--- src/rtl/adder_err_pkg.sv ---
// adder_err_pkg: shared definitions for the approximate-adder error accumulator.
//   OP_W_DEF / SUM_W_DEF : default operand and sum widths (16 / 17).
//   state_e              : run-control FSM states.
//   abs_diff()           : unsigned |a - b|, zero-extended 64-bit operands.
//   sat_add()            : w-bit unsigned saturating add; bit 64 of the
//                          result flags that saturation occurred.
package adder_err_pkg;

  localparam int unsigned OP_W_DEF  = 16;
  localparam int unsigned SUM_W_DEF = OP_W_DEF + 1;

  typedef enum logic [1:0] {
    IDLE  = 2'd0,
    RUN   = 2'd1,
    DRAIN = 2'd2,
    DONE  = 2'd3
  } state_e;

  // Callers zero-extend their SUM_W-bit values and truncate the result.
  function automatic logic [63:0] abs_diff(input logic [63:0] a, input logic [63:0] b);
    return (a >= b) ? (a - b) : (b - a);
  endfunction

  // Returns {saturated, w-bit clamped sum}; w may be 1..64.
  function automatic logic [64:0] sat_add(input logic [63:0] a, input logic [63:0] b,
                                          input int unsigned w);
    logic [64:0] lim;
    logic [64:0] s;
    lim = (65'd1 << w) - 65'd1;
    s   = {1'b0, a} + {1'b0, b};
    if (s > lim) return {1'b1, lim[63:0]};
    return {1'b0, s[63:0]};
  endfunction

endpackage

--- src/rtl/adder_err_stage.sv ---
// adder_err_stage: two-stage exact-sum / error-distance pipeline.
//   clk, rst       : clock, synchronous active-high reset (clears valids and data).
//   valid_i        : beat accepted this cycle.
//   op_a_i, op_b_i : operands given to the approximate adder.
//   approx_sum_i   : approximate adder output (OP_W+1 bits).
//   s1_valid_o     : stage 1 holds a beat.
//   s2_valid_o     : stage 2 holds a beat; ed_o is valid.
//   ed_o           : |exact - approx| of the beat in stage 2.
module adder_err_stage
  import adder_err_pkg::*;
#(
  parameter int unsigned OP_W = OP_W_DEF
) (
  input  logic            clk,
  input  logic            rst,
  input  logic            valid_i,
  input  logic [OP_W-1:0] op_a_i,
  input  logic [OP_W-1:0] op_b_i,
  input  logic [OP_W:0]   approx_sum_i,
  output logic            s1_valid_o,
  output logic            s2_valid_o,
  output logic [OP_W:0]   ed_o
);

  localparam int unsigned SUM_W = OP_W + 1;

  logic             v1_q, v1_d;
  logic [SUM_W-1:0] exact_q, exact_d;
  logic [SUM_W-1:0] approx_q, approx_d;
  logic             v2_q, v2_d;
  logic [SUM_W-1:0] ed_q, ed_d;

  always_comb begin
    v1_d     = valid_i;
    exact_d  = exact_q;
    approx_d = approx_q;
    if (valid_i) begin
      exact_d  = {1'b0, op_a_i} + {1'b0, op_b_i};
      approx_d = approx_sum_i;
    end
    v2_d = v1_q;
    ed_d = ed_q;
    if (v1_q) ed_d = SUM_W'(abs_diff(64'(exact_q), 64'(approx_q)));
  end

  always_ff @(posedge clk) begin
    if (rst) begin
      v1_q     <= 1'b0;
      exact_q  <= '0;
      approx_q <= '0;
      v2_q     <= 1'b0;
      ed_q     <= '0;
    end else begin
      v1_q     <= v1_d;
      exact_q  <= exact_d;
      approx_q <= approx_d;
      v2_q     <= v2_d;
      ed_q     <= ed_d;
    end
  end

  assign s1_valid_o = v1_q;
  assign s2_valid_o = v2_q;
  assign ed_o       = ed_q;

endmodule

--- src/rtl/adder_err_accum.sv ---
// adder_err_accum: error-statistics accumulator for a 16+16 -> 17-bit
// approximate adder. Compares each approximate sum with the exact sum and
// accumulates sample count, error count, error-distance sum and maximum over
// a sample budget latched on start.
//   clk, rst         : clock, synchronous active-high reset.
//   start            : pulse; clears statistics and starts a run (IDLE/DONE only).
//   num_samples      : sample budget, latched on start.
//   in_valid/in_ready: beat handshake; in_ready depends on state and count only.
//   op_a, op_b       : operands; approx_sum : approximate adder result.
//   busy             : RUN or DRAIN.   done : DONE, held until start/rst.
//   sample_cnt, err_cnt, ed_sum, ed_max : statistics.
//   ovf              : sticky, ed_sum (or ed_sq_sum) saturated.
// Optional build macro ADDER_ERR_SQ_EN adds output ed_sq_sum[63:0], the
// saturating sum of ed*ed.
module adder_err_accum
  import adder_err_pkg::*;
#(
  parameter int unsigned OP_W  = OP_W_DEF,
  parameter int unsigned CNT_W = 32,
  parameter int unsigned ACC_W = 48
) (
  input  logic             clk,
  input  logic             rst,
  input  logic             start,
  input  logic [CNT_W-1:0] num_samples,
  input  logic             in_valid,
  output logic             in_ready,
  input  logic [OP_W-1:0]  op_a,
  input  logic [OP_W-1:0]  op_b,
  input  logic [OP_W:0]    approx_sum,
  output logic             busy,
  output logic             done,
  output logic [CNT_W-1:0] sample_cnt,
  output logic [CNT_W-1:0] err_cnt,
  output logic [ACC_W-1:0] ed_sum,
  output logic [OP_W:0]    ed_max,
  output logic             ovf
`ifdef ADDER_ERR_SQ_EN
  ,
  output logic [63:0]      ed_sq_sum
`endif
);

  localparam int unsigned SUM_W = OP_W + 1;

  state_e           state_q, state_d;
  logic [CNT_W-1:0] budget_q, budget_d;
  logic [CNT_W-1:0] acc_q, acc_d;
  logic [CNT_W-1:0] smp_q, smp_d;
  logic [CNT_W-1:0] err_q, err_d;
  logic [ACC_W-1:0] sum_q, sum_d;
  logic [SUM_W-1:0] max_q, max_d;
  logic             ovf_q, ovf_d;
  logic [64:0]      sum_add;
`ifdef ADDER_ERR_SQ_EN
  logic [63:0]      sq_q, sq_d;
  logic [64:0]      sq_add;
`endif

  logic             s1_valid, s2_valid;
  logic [SUM_W-1:0] ed;
  logic             fire;

  assign in_ready = (state_q == RUN) && (acc_q < budget_q);
  assign fire     = in_valid && in_ready;

  adder_err_stage #(.OP_W(OP_W)) u_stage (
    .clk          (clk),
    .rst          (rst),
    .valid_i      (fire),
    .op_a_i       (op_a),
    .op_b_i       (op_b),
    .approx_sum_i (approx_sum),
    .s1_valid_o   (s1_valid),
    .s2_valid_o   (s2_valid),
    .ed_o         (ed)
  );

  always_comb begin
    state_d  = state_q;
    budget_d = budget_q;
    acc_d    = acc_q;
    smp_d    = smp_q;
    err_d    = err_q;
    sum_d    = sum_q;
    max_d    = max_q;
    ovf_d    = ovf_q;
    sum_add  = sat_add(64'(sum_q), 64'(ed), ACC_W);
`ifdef ADDER_ERR_SQ_EN
    sq_d     = sq_q;
    sq_add   = sat_add(sq_q, 64'(ed) * 64'(ed), 64);
`endif

    if (s2_valid) begin
      smp_d = smp_q + CNT_W'(1);
      if (ed != '0) err_d = err_q + CNT_W'(1);
      if (ed > max_q) max_d = ed;
      sum_d = ACC_W'(sum_add[63:0]);
      ovf_d = ovf_q | sum_add[64];
`ifdef ADDER_ERR_SQ_EN
      sq_d  = sq_add[63:0];
      ovf_d = ovf_q | sum_add[64] | sq_add[64];
`endif
    end

    unique case (state_q)
      IDLE, DONE: begin
        // Pipeline is empty here, so a start cleanly overrides any update.
        if (start) begin
          budget_d = num_samples;
          acc_d    = '0;
          smp_d    = '0;
          err_d    = '0;
          sum_d    = '0;
          max_d    = '0;
          ovf_d    = 1'b0;
`ifdef ADDER_ERR_SQ_EN
          sq_d     = '0;
`endif
          state_d  = (num_samples == '0) ? DONE : RUN;
        end
      end
      RUN: begin
        if (fire) begin
          acc_d = acc_q + CNT_W'(1);
          if (acc_q + CNT_W'(1) == budget_q) state_d = DRAIN;
        end
      end
      DRAIN: begin
        // Leave on the edge that retires the last beat from stage 2, so both
        // stages are empty and the statistics final as DONE is entered.
        if (!s1_valid) state_d = DONE;
      end
      default: state_d = IDLE;
    endcase
  end

  always_ff @(posedge clk) begin
    if (rst) begin
      state_q  <= IDLE;
      budget_q <= '0;
      acc_q    <= '0;
      smp_q    <= '0;
      err_q    <= '0;
      sum_q    <= '0;
      max_q    <= '0;
      ovf_q    <= 1'b0;
`ifdef ADDER_ERR_SQ_EN
      sq_q     <= '0;
`endif
    end else begin
      state_q  <= state_d;
      budget_q <= budget_d;
      acc_q    <= acc_d;
      smp_q    <= smp_d;
      err_q    <= err_d;
      sum_q    <= sum_d;
      max_q    <= max_d;
      ovf_q    <= ovf_d;
`ifdef ADDER_ERR_SQ_EN
      sq_q     <= sq_d;
`endif
    end
  end

  assign busy       = (state_q == RUN) || (state_q == DRAIN);
  assign done       = (state_q == DONE);
  assign sample_cnt = smp_q;
  assign err_cnt    = err_q;
  assign ed_sum     = sum_q;
  assign ed_max     = max_q;
  assign ovf        = ovf_q;
`ifdef ADDER_ERR_SQ_EN
  assign ed_sq_sum  = sq_q;
`endif

endmodule

--- config.mk ---
export PLATFORM = sky130hd
export DESIGN_NAME = adder_err_accum
export DESIGN_NICKNAME = d
export VERILOG_FILES = /design/src/rtl/adder_err_pkg.sv /design/src/rtl/adder_err_stage.sv /design/src/rtl/adder_err_accum.sv
export SDC_FILE = /design/constraint.sdc
export NUM_CORES = 1
export LEC_CHECK = 0
export CELL_PAD_IN_SITES_DETAIL_PLACEMENT = 0
export CELL_PAD_IN_SITES_GLOBAL_PLACEMENT = 1
export CORE_ASPECT_RATIO = 0.75
export CORE_MARGIN = 3
export CORE_UTILIZATION = 37
export CTS_CLUSTER_SIZE = 10
export DETAILED_ROUTE_END_ITERATION = 8
export GPL_TIMING_DRIVEN = 0
export PLACE_DENSITY = 0.85
export REMOVE_ABC_BUFFERS = 1
export SETUP_SLACK_MARGIN = 0.02
export SYNTH_ARGS = -nofsm -noshare
export SYNTH_HDL_FRONTEND = slang
export SYNTH_SLANG_ARGS = --single-unit
export TNS_END_PERCENT = 1
--- constraint.sdc ---
create_clock -name clk -period 3.08 [get_ports clk]
set_input_delay 0.308 -clock clk [delete_from_list [all_inputs] [get_ports clk]]
set_output_delay 0.308 -clock clk [all_outputs]
set_load 0.05 [all_outputs]
-- Word-level counts from Yosys, hierarchy flattened
Cells that the tools add are included.
- flip-flop bits (word level): 249
- input bits: 85
- $add $sub $neg: 7
- order comparisons: 4
- eq/ne operators: 8
- mux-type cells: 30
- bitwise gates (word level): 1
- reduce and logical (&&, ||, !) cells: 11
- operators with widths (cell ; number):
    $mux W32 ; 9
    $mux W48 ; 3
    $mux W65 ; 2
    $add A32 B1 Y32 const B ; 3
    $mux W17 ; 5
    $pmux W32 S2 ; 1
    $add A48 B17 Y49 ; 1
    $gt A49 B48 Y1 const B ; 1
    $sub A17 B17 Y17 ; 2
    $eq A32 B32 Y1 ; 1
    $logic_not A32 Y1 ; 1
    $lt A32 B32 Y1 ; 1
    $add A16 B16 Y17 ; 1
    $ge A17 B17 Y1 ; 1
    $gt A17 B17 Y1 ; 1
    $reduce_bool A17 Y1 ; 1
    $mux W2 ; 5
    $pmux W2 S3 ; 1
    $eq A2 B2 Y1 const B ; 2
    $mux W1 ; 4
    $ne A2 B1 Y1 const B ; 2
    $ne A2 B2 Y1 const B ; 2
    $reduce_and A4 Y1 ; 1
    $reduce_and A3 Y1 ; 1
    8 further kinds ; 9

-- Longest topological paths before layout
- depth after elaboration: 8
- mapped depth: 13

-- Cells and area by module
A second synthesis with hierarchy kept.
- cell total of the unflattened synthesis: 1963
- area total of the unflattened synthesis: 15861.5 um2
- by module, submodules not included (module ; times used ; cells an instance ; area an instance (um2) ; sequential area each (um2)):
    adder_err_accum ; 1 ; 1459 ; 11662.4 ; 3923.8
    adder_err_stage ; 1 ; 504 ; 4199.0 ; 1061.0

-- Least setup slack after synthesis
OpenSTA, ideal clock, no wires.
- kind: reg-to-reg
- from: reg sum_q[0] (netlist: ed_sum[0])
- to: reg sum_q[34] (netlist: ed_sum[34])
- data arrival time: 3.164 ns
- required time: 3.010 ns
- path slack: -0.155 ns
- stages on the path, launching flop included: 13
- cells stage by stage: dfxtp_1 > ha_1 > inv_1 > fa_1 > nor2b_1 > o21ai_1 > a21o_1 > a21oi_1 > o2111ai_1 > a2111oi_1 > nand3_1 > xor2_1 > a21oi_1
- word-level cells in the longest chain between the ends: 7
- RTL lines (item ; RTL line ; RTL):
    start: declaration ; adder_err_accum.sv:51 ; logic [ACC_W-1:0] sum_q, sum_d;
    start signal: assignment ; adder_err_accum.sv:157 ; sum_q <= sum_d;
    $add A48 B17 Y49 * ; adder_err_pkg.sv:30 ; s = {1'b0, a} + {1'b0, b};
    $gt A49 B48 Y1 ; adder_err_pkg.sv:31 ; if (s > lim) return {1'b1, lim[63:0]};
    $mux W1 ; adder_err_pkg.sv:31 ;
    $mux W65 * ; adder_err_pkg.sv:32 ; return {1'b0, s[63:0]};
    $mux W48 * ; adder_err_accum.sv:94 ; if (s2_valid) begin
    $mux W48 ; adder_err_accum.sv:109 ; if (start) begin
    $mux W48 * ; adder_err_accum.sv:106 ; unique case (state_q)
Mark *: on every way between the ends. The rest lies on a longest branch, timed or not.
A chain may end at the register's enable or synchronous reset.

-- Worst setup path after layout
- from: reg u_stage.approx_q[1]
- to: reg u_stage.ed_q[4] (netlist: u_stage.ed_o[4])
- word-level cells in the longest chain between the ends: 2
- elaborated cells on any way between the ends: 4
- classes of those cells: add/sub: 2; order compare: 1; mux: 1
- RTL lines (item ; RTL line ; RTL):
    start: declaration ; adder_err_stage.sv:29 ; logic [SUM_W-1:0] approx_q, approx_d;
    start signal: assignment ; adder_err_stage.sv:56 ; approx_q <= approx_d;
    $sub A17 B17 Y17 / $ge A17 B17 Y1 (equally long branches) ; adder_err_pkg.sv:21 ; return (a >= b) ? (a - b) : (b - a);
    $mux W17 * ; adder_err_pkg.sv:21 ;
    end signal: assignment ; adder_err_stage.sv:52 ; ed_q <= '0;
    end signal: assignment ; adder_err_stage.sv:58 ; ed_q <= ed_d;
    end: declaration ; adder_err_stage.sv:31 ; logic [SUM_W-1:0] ed_q, ed_d;
Marks and branches as above.

==> results.cfg <==
[outcome]
status = finished, final reports clean

[worst_setup_path]
critPathBufInv = 1
cpPeakStageDelay_ps = 400
worstReg2RegEnd = u_stage.ed_o[4]
crit_fanout = 11
worstPathRequired_ps = 3590
rr_worst_depth = 10
cpLargestDelayFamily = compound AO/OA/AOI/OAI gates
r2r_start = u_stage.approx_q[1]
reg2reg_setup_slack_ps = 10
criticalPathCategory = flop to flop
startpoint = u_stage.approx_q[1]
cpMostUsedCell = o31a_1
crit_chain = inv_2 > ha_4 > nor2b_1 > o31a_1 > o31a_1 > o31ai_4 > and2_4 > mux2_2 > a2111o_1 > nand3_1
startpoint_type = flop
critPathCapture = u_stage.ed_o[4]
path_depth = 10
end_kind = flop
cp.arrival_ps = 3580
cpMaxStageDelayCell = o31ai_4

[synthesis]
synth.distinct_cells = 81
seq_area_frac_synth = 0.3220
syn_inst = 1945
synth_ff_type = dfxtp_1
synthArstFlopShare = 0
yosys_warnings = 0
avgSynthCellArea_um2 = 7.960
synth_enable_flop_cells = 0
ys_ff_latch = 249
syn_area_um2 = 15480

[cts]
cts_hold_buf = 0
clk_pin_slew_worst_paths_ps = 60
htree_num_levels = 1
clock_insertion_delay_worst_skew_ps = 580
cts_buffer_depth = 3
cts_tree = yes
root_buffer = clkbuf_16
cts_sinks = 249
cts-buffers-inserted = 29

[pwr]
swShare = 0.4390
p_clk_frac = 0.192
combPwrFrac = 0.551
p_leak_nw = 7.378
ir_worst_vdd_mv = 0.6697
p_per_area_nw_per_um2 = 819.4
p_int_w = 0.009001
seqPwrFrac = 0.257
p_sw_w = 0.007043

[grt]
antenna_found_initial = 0
grt_usage = 0.1912
grt_pass1_wl_um = 70990
grt_start_max_net_pins = 76
grt_pass1_vias = 13580
grt_overflow_total = 0

[timing]
timing_hold_violations_final = 0
fin_skew_ps = 10.48
setup_viol = 0
holdWs_ps = 147.6
relSlewSlack = 0.08605
min_period_ps = 3065
timing.fmax_ghz = 0.3262
rsz0062_at_grt = true
tightest_slew_ps = 1371
fin_crit_sh = 0.9953
maxSlewViolCount = 0

[die]
die_x_um = 242.2
die_area_um2 = 44360
rows = 64
core_area_um2 = 41080
die_y_um = 183.2
start_util = 0.3769
io_pins = 218

[placement]
port_buffers = 217
gp_congestion = 0.9142
hpwl_um = 32680

[cells_and_area]
fin_util = 0.4766
drive_gt1_frac = 0.08030
regArea_um2 = 5002
nNetsFinal = 2345
multiInputGateArea_um2 = 10150
fill_cells = 3957
synthToLayoutAreaGrowth_pct = 26.47
diodes = 0

[routing]
via_count = 14620
drtPass1Iterations = 7
drtAntennaViolNets = 0
dr.first_iter.drc_count = 989
route.detailed.drc = 0
wl_um = 44680
wl_per_cell_um = 16.53
vias_per_cell = 5.410

[run]
max-cap-violations = 0

[hold_path]
hp-class = primary input to flop
worst min path at each step:
stage                          from  slack [ps]                   end  cells past startpoint
5_1_grt                         rst         160    u_stage.exact_q[2]                      2
4_1_cts                         rst         110    u_stage.exact_q[2]                      2
6_report                        rst         150    u_stage.exact_q[3]                      2
3_3_place_gp            budget_q[3]         450           budget_q[3]                      2
2_1_floorplan                   rst         380             acc_q[20]                      1
3_5_place_dp   u_stage.approx_q[16]         460  u_stage.approx_q[16]                      2
kinds of logic after synthesis:
kind of cell,synth area share
adders and majority gates,0.1038
xor gates and xnor gates,0.08486
buffers and inverters,0.05536
and+or+nand+nor,0.2296
AOI/OAI and AO/OA,0.1906
muxes,0.01382
DFF,0.3220
routing by layer:
layer / track usage / vias to the layer above / share of wire
met5: 0 / - / 0
met4: 0.04517 / 0 / 0.022
met3: 0.02792 / 61 / 0.060
met2: 0.3008 / 432 / 0.43
met1: 0.2766 / 6864 / 0.49
li1: - / 7265 / -
power groups by stage:
| stage | sequential (W) | clock [W] | combinational, W |
|---|---|---|---|
| detailed placement | 0.00416 | 0 | 0.00765 |
| global placement | 0.00418 | 0 | 0.00741 |
| finish | 0.00412 | 0.00309 | 0.00884 |
| global route | 0.00418 | 0.00329 | 0.00959 |
| floorplan | 0.00410 | 0 | 0.00552 |
| CTS | 0.00410 | 0.00318 | 0.00820 |
worst reg2reg max path, cell delays in order, from the launching register on:
cell	delay, ps
dfxtp_4	370
inv_2	60
ha_4	240
nor2b_1	130
o31a_1	270
o31a_1	350
o31ai_4	400
and2_4	340
mux2_2	380
a2111o_1	390
nand3_1	70
through the flow:
stage,worst slack [ps],TNS [ps],total power (W),std cells,area (µm²)
floorplan,-344.5,-19910,0.009612,1853,15080
global placement,-4651,-685250,0.01159,2631,17950
detailed placement,-1390,-42210,0.01181,2636,18100
CTS,-28.46,-87.29,0.01548,2685,19240
global route,-108.9,-782.6,0.01706,2703,19580
finish,14.60,0,0.01604,2703,19580
final cells by class:
class,count,share of cell area
Timing Repair Buffer,246,0.1264
Clock buffer,38,0.03981
Clock inverter,1,0.001022
Sequential cell,249,0.2555
Tap cell,561,0.03585
Multi-Input combinational cell,1487,0.5182
Inverter,121,0.02320
flip-flops by register name, summed over array words and instances (netlist names):
signal / cells
ed_sum: 48
acc_q: 32
budget_q: 32
err_cnt: 32
sample_cnt: 32
ed_max: 17
u_stage.approx_q: 17
u_stage.ed_o: 17
u_stage.exact_q: 17
state_q: 2
ovf: 1
u_stage.s1_valid_o: 1
u_stage.s2_valid_o: 1
cells in the mapped netlist, drive strengths merged, types with 7 or more instances:
cell type / count / area (µm²)
and4: 20 / 177.7
nand3: 83 / 420.4
a311oi: 7 / 61.31
and2: 13 / 86.34
a21oi: 167 / 835.8
nor2: 142 / 533.0
nor4: 27 / 190.2
nand4: 49 / 312.8
clkbuf: 67 / 251.5
ha: 122 / 1526
xnor2: 72 / 630.6
or3: 17 / 106.4
xor2: 78 / 683.2
nor3: 42 / 230.2
nor2b: 17 / 106.4
inv: 120 / 450.4
dfxtp: 249 / 4985
a211oi: 24 / 200.2
o21ai: 96 / 480.5
mux2i: 18 / 180.2
o21a: 12 / 90.09
a31oi: 35 / 219.0
buf: 25 / 151.4
nand2: 238 / 900.9
nand2b: 21 / 131.4
a21o: 48 / 360.4
and3: 31 / 193.9
cells in the final DEF (no fill, tap or decap), drive strengths merged, types with 24 or more instances in the layout:
master / n
dfxtp: 249
nand2: 240
clkdlybuf4s50: 215
a21oi: 167
nor2: 142
ha: 122
inv: 121
o21ai: 96
nand3: 83
xor2: 78
xnor2: 72
nand4: 49
a21o: 48
nor3: 42
clkbuf: 39
a31oi: 35
and3: 31
buf: 30
nor4: 27
a211oi: 24
timing repair:
| action | in CTS | in global routing |
|---|---|---|
| buffers inserted | 8 | 16 |
| pin swaps | 11 | 26 |
| cloned | 2 | 2 |
| gates resized for setup | 62 | 49 |
| setup endpoints to repair | 112 | 83 |
Power figures use the tool's default switching activity.
